`src/rtl/cursor_ctrl.sv`:
```
// Board-cursor controller: held direction buttons move a cursor with press step and auto-repeat.
// Define CURSOR_WRAP_EN to wrap at board edges instead of clamping (blocked is then never asserted).
module cursor_ctrl #(
  parameter int unsigned COORD_W      = 3,
  parameter int unsigned BOARD_W      = 8,
  parameter int unsigned BOARD_H      = 8,
  parameter int unsigned HOME_X       = 4,
  parameter int unsigned HOME_Y       = 4,
  parameter int unsigned REPEAT_DELAY = 16,
  parameter int unsigned REPEAT_RATE  = 4
) (
  input  logic               clk,
  input  logic               reset,
  input  logic               tick_en,
  input  logic               right,
  input  logic               left,
  input  logic               up,
  input  logic               down,
  input  logic               home,
  output logic [COORD_W-1:0] cur_x,
  output logic [COORD_W-1:0] cur_y,
  output logic               moved,
  output logic               blocked
);

  localparam int unsigned MAX_CNT = (REPEAT_DELAY > REPEAT_RATE) ? REPEAT_DELAY : REPEAT_RATE;
  localparam int unsigned CNT_W   = $clog2(MAX_CNT + 1);

  localparam logic [CNT_W-1:0]   DELAY_LAST = CNT_W'(REPEAT_DELAY - 1);
  localparam logic [CNT_W-1:0]   RATE_LAST  = CNT_W'(REPEAT_RATE - 1);
  localparam logic [COORD_W-1:0] X_MAX      = COORD_W'(BOARD_W - 1);
  localparam logic [COORD_W-1:0] Y_MAX      = COORD_W'(BOARD_H - 1);
  localparam logic [COORD_W-1:0] X_HOME     = COORD_W'(HOME_X);
  localparam logic [COORD_W-1:0] Y_HOME     = COORD_W'(HOME_Y);

  typedef enum logic [1:0] {IDLE, DELAY, REPEAT, LOCK} stateT;

  stateT              state, stateNext;
  logic [CNT_W-1:0]   count, countNext;
  logic [3:0]         dir, dirLat, dirLatNext;
  logic               dirActive;
  logic               doStep;
  logic               xInc, xDec, yInc, yDec;
  logic [COORD_W-1:0] stepX, stepY, xNext, yNext;
  logic               movedNext, blockedNext;

  // Opposing buttons cancel per axis; encoded as {x+, x-, y+, y-}
  assign xInc      = right & ~left;
  assign xDec      = left & ~right;
  assign yInc      = down & ~up;
  assign yDec      = up & ~down;
  assign dir       = {xInc, xDec, yInc, yDec};
  assign dirActive = |dir;

  // Candidate position for a step; each axis clamps or wraps on its own
  always_comb begin
    stepX = cur_x;
    stepY = cur_y;
    if (xInc) begin
`ifdef CURSOR_WRAP_EN
      stepX = (cur_x == X_MAX) ? '0 : cur_x + COORD_W'(1);
`else
      stepX = (cur_x == X_MAX) ? cur_x : cur_x + COORD_W'(1);
`endif
    end else if (xDec) begin
`ifdef CURSOR_WRAP_EN
      stepX = (cur_x == '0) ? X_MAX : cur_x - COORD_W'(1);
`else
      stepX = (cur_x == '0) ? cur_x : cur_x - COORD_W'(1);
`endif
    end
    if (yInc) begin
`ifdef CURSOR_WRAP_EN
      stepY = (cur_y == Y_MAX) ? '0 : cur_y + COORD_W'(1);
`else
      stepY = (cur_y == Y_MAX) ? cur_y : cur_y + COORD_W'(1);
`endif
    end else if (yDec) begin
`ifdef CURSOR_WRAP_EN
      stepY = (cur_y == '0) ? Y_MAX : cur_y - COORD_W'(1);
`else
      stepY = (cur_y == '0) ? cur_y : cur_y - COORD_W'(1);
`endif
    end
  end

  // Next-state, repeat timing, and position/pulse decode
  always_comb begin
    stateNext   = state;
    countNext   = count;
    dirLatNext  = dirLat;
    doStep      = 1'b0;
    xNext       = cur_x;
    yNext       = cur_y;
    movedNext   = 1'b0;
    blockedNext = 1'b0;

    if (tick_en) begin
      case (state)
        IDLE: begin
          if (dirActive) begin
            doStep     = 1'b1;
            dirLatNext = dir;
            countNext  = '0;
            stateNext  = DELAY;
          end
        end
        DELAY, REPEAT: begin
          if (!dirActive) begin
            stateNext = IDLE;
            countNext = '0;
          end else if (dir != dirLat) begin
            // A new direction is treated as a fresh press
            doStep     = 1'b1;
            dirLatNext = dir;
            countNext  = '0;
            stateNext  = DELAY;
          end else if (count == ((state == DELAY) ? DELAY_LAST : RATE_LAST)) begin
            doStep    = 1'b1;
            countNext = '0;
            stateNext = REPEAT;
          end else begin
            countNext = count + CNT_W'(1);
          end
        end
        LOCK: begin
          if (!dirActive) stateNext = IDLE;
        end
        default: stateNext = IDLE;
      endcase
    end

    if (home) begin
      stateNext = LOCK;
      countNext = '0;
      xNext     = X_HOME;
      yNext     = Y_HOME;
      movedNext = (cur_x != X_HOME) || (cur_y != Y_HOME);
    end else if (doStep) begin
      xNext     = stepX;
      yNext     = stepY;
      movedNext = (stepX != cur_x) || (stepY != cur_y);
`ifndef CURSOR_WRAP_EN
      blockedNext = (stepX == cur_x) && (stepY == cur_y);
`endif
    end
  end

  always_ff @(posedge clk or posedge reset) begin
    if (reset) begin
      state   <= IDLE;
      count   <= '0;
      dirLat  <= '0;
      cur_x   <= X_HOME;
      cur_y   <= Y_HOME;
      moved   <= 1'b0;
      blocked <= 1'b0;
    end else begin
      state   <= stateNext;
      count   <= countNext;
      dirLat  <= dirLatNext;
      cur_x   <= xNext;
      cur_y   <= yNext;
      moved   <= movedNext;
      blocked <= blockedNext;
    end
  end

endmodule

```
`config.mk`:
```
export PLATFORM = sky130hd
export DESIGN_NAME = cursor_ctrl
export DESIGN_NICKNAME = d
export VERILOG_FILES = /design/src/rtl/cursor_ctrl.sv
export SDC_FILE = /design/constraint.sdc
export NUM_CORES = 1
export LEC_CHECK = 0
export ABC_AREA = 1
export ABC_CLOCK_PERIOD_IN_PS = 1500
export CAP_MARGIN = 15
export CORE_UTILIZATION = 51
export DETAILED_ROUTE_END_ITERATION = 8
export GPL_ROUTABILITY_DRIVEN = 0
export GPL_TIMING_DRIVEN = 1
export PLACE_DENSITY = 0.81
export SYNTH_ARGS = -nofsm -noshare
export SYNTH_HDL_FRONTEND = slang
export SYNTH_SLANG_ARGS = --single-unit
```
`constraint.sdc`:
```
create_clock -name clk -period 1.5 [get_ports clk]
set_clock_uncertainty 0.05 [all_clocks]
set_input_delay 0.15 -clock clk [delete_from_list [all_inputs] [get_ports clk]]
set_output_delay 0.15 -clock clk [all_outputs]
set_load 0.005 [all_outputs]
```
==> impl_metrics.yaml <==
synthesis:
  avgSynthCellArea_um2: 7.32
  yosys.area.top_type: "dfrtp_1"
  synthFlopType: "dfrtp_1"
  synth_cells: 216
  syn_area_um2: 1580
  yosysWarnings: 0
  async_reset_ff_share_pct: 100
  synth_cell_type_count: 30
  synth_edf_count: 0
  seq_area_frac_synth_pct: 30.2
  yosys_register_bits: 19
  synth_nets: 240
  synth_top_area_share_pct: 26.9
  synth.area.top_cells: "dfrtp_1 27%, nand2_1 14%, ha_1 13%"
power_and_ir_drop:
  p_leak_nw: 1.09
  vdd_drop_max_v: 0.000915
  powerDensity_nw_per_um2: 1600
  totalPowerFinal_mw: 3.66
cells_and_area:
  mostFrequentLayoutCells: "53 x nand2_1, 35 x buf_4, 20 x inv_1"
  antennaDiodeCount: 0
  syn_to_final_growth_pct: 45.0
  fin_nets: 297
  fin_cells: 303
  drive_above_1_share_pct: 39.3
  layout_commonest_cell: "nand2_1"
die:
  initial_utilization_pct: 55.4
  design.portCount: 16
  die_w_um: 57.7
  die_h_um: 57.7
  rows: 19
  core_area_um2: 2850
  dieArea_um2: 3330
clock_tree:
  clk_latency_ns: 0.32
  clock_path_buffers: 2
  cts_hold_buf: 0
  worst_setup_hold_path_clk_slew_ns: 0.12
  cts_root_buffer: "clkbuf_4"
  numCtsBuffers: 3
  htreeDepth: 1
  cts_sinks: 19
  tritoncts: "done"
worst_setup_path:
  critPathLaunch: "state[1]$_DFFE_PP0P_"
  r2r_cells: 10
  path_class: "flop to flop"
  r2r-start: "state[1]$_DFFE_PP0P_"
  cpMaxStageDelayCell: "dfrtp_1"
  required_ns: 1.68
  cp_data_arrival_time_ns: 1.80
  timing.rr.end: "count[4]$_DFFE_PP0P_"
  slowest_delay_ns: 0.39
  cp-start-kind: "flop"
  r2r_slack_ns: -0.13
  path_cells: "inv_2 > buf_6 > ha_4 > nor3_4 > nor2_4 > nand2_2 > nor2_1 > nand2_1 > nand2_1 > nor2_1"
  endpoint_kind: "flop"
  path_max_fanout: 5
  cp-endpoint: "count[4]$_DFFE_PP0P_"
global_route:
  grt_max_degree: 20
  grt_usage_pct: 24.8
  antenna_found_initial: 0
  grt_pass1_wl_um: 6330
  grt_pass1_vias: 1447
  grt_overflow: 0
outcome:
  violations: "DRC, setup timing"
  status: "complete, but fails checks"
timing:
  post-route-period-util_pct: 108
  maxSlewViolCount: 0
  final-setup-viol-count: 18
  hold_viol_final: 0
  fmax_ghz: 0.615
  slew_headroom_pct: 79.3
  fin_tns_setup_ns: -1.19
  fin_ws_ns: -0.126
  rsz0062_at_grt: "true"
  worst_pin_slew_ns: 0.310
  period_needed_ns: 1.63
routing:
  wl_met1_um: 1930
  met2RoutedLength_um: 2190
  wire_per_inst_um: 14.6
  post-route-drc-count: 1
  via_per_inst: 5.38
  via_count: 1631
  drt_pre_antenna_iters: 6
  drt-total-wl_um: 4420
  wl_met3_um: 195
  highest_layer: "met4"
  drt_iter0_markers: 81
  drtAntennaViolNets: 0
hold_path:
  hold_path.class: "primary input to async pin"
place:
  port_buffers: 15
  post-place-cells: 285
  place_hpwl_um: 2610
run:
  drv_cap: 0
[report_power, final]
part / leakage [nW] / switching, mW / internal (mW)
sequential: 0.242 / 0.127 / 0.678
clock: 0.0150 / 0.182 / 0.104
combinational: 0.830 / 1.33 / 1.23
total: 1.09 / 1.64 / 2.02
[cell usage after synthesis (5+ instances only)]
| cell | count |
|---|---|
| a21oi_1 | 13 |
| dfrtp_1 | 17 |
| ha_1 | 16 |
| inv_1 | 25 |
| inv_2 | 5 |
| nand2_1 | 57 |
| nand2_2 | 8 |
| nand3_1 | 14 |
| nor2_1 | 8 |
| o21ai_0 | 12 |
[what timing repair did]
action                     4_1_cts  5_1_grt
pin swaps                       12       14
setup endpoints to repair       24       21
setup buffers                   10        4
gates resized for setup         24       33
[kinds of logic after synthesis]
group | count (synthesis) | share of synthesized area (%)
and+or+nand+nor | 107 | 33.4
DFF | 19 | 30.2
xor gates and xnor gates | 1 | 0.554
buffers and inverters | 34 | 8.47
AOI/OAI and AO/OA | 39 | 14.6
adders and majority gates | 16 | 12.7
[worst max-delay path, delay by kind of cell, from the launching register on]
family                     cells  cell delay (ns)
and+or+nand+nor                7             0.62
DFF                            1             0.39
adders and majority gates      1             0.30
buffers and inverters          2             0.19
[sequential cells by signal, summed over array words and instances, names as in the netlist]
signal	flops
count	5
dirLat	4
cur_x	3
cur_y	3
state	2
blocked	1
moved	1
[area by class of cell]
cell class              instances  area (um^2)
multi-input cells             163         1160
clock buffers                   4         26.3
flip-flops and latches         19          480
inverters                      30          113
repair buffers                 56          474
fillers                       185          562
well taps                      31         38.8
[worst min path at each step]
stage | to | slack (ns) | depth (start not counted)
6_report | count[0]$_DFFE_PP0P_ | 0.09 | 3
5_1_grt | count[0]$_DFFE_PP0P_ | 0.13 | 3
4_1_cts | count[0]$_DFFE_PP0P_ | 0.12 | 3
3_5_place_dp | dirLat[0]$_DFFE_PP0P_ | 0.45 | 2
3_3_place_gp | dirLat[0]$_DFFE_PP0P_ | 0.44 | 2
2_1_floorplan | blocked$_DFF_PP0_ | 0.05 | 1
[routing by layer]
metal  up-vias  global-route usage (%)
met5         -                       0
met4         0                    11.6
met3        11                    2.90
met2        50                    40.5
met1       748                    33.2
li1        822                       -
[per-stage QoR]
step / worst slack (ns) / hold slack [ns] / utilization, % / cell area, um^2
after CTS: -0.0775 / 0.117 / 74.8 / 2130
after detailed placement: -0.449 / 0.447 / 69.3 / 1980
after global placement: -0.402 / 0.445 / 69.3 / 1980
final: -0.126 / 0.0885 / 80.3 / 2290
after floorplan: 0.0363 / 0.0496 / - / 1610
after global routing: -0.214 / 0.128 / 80.3 / 2290
Note: power is estimated with default switching activity, not from simulation.
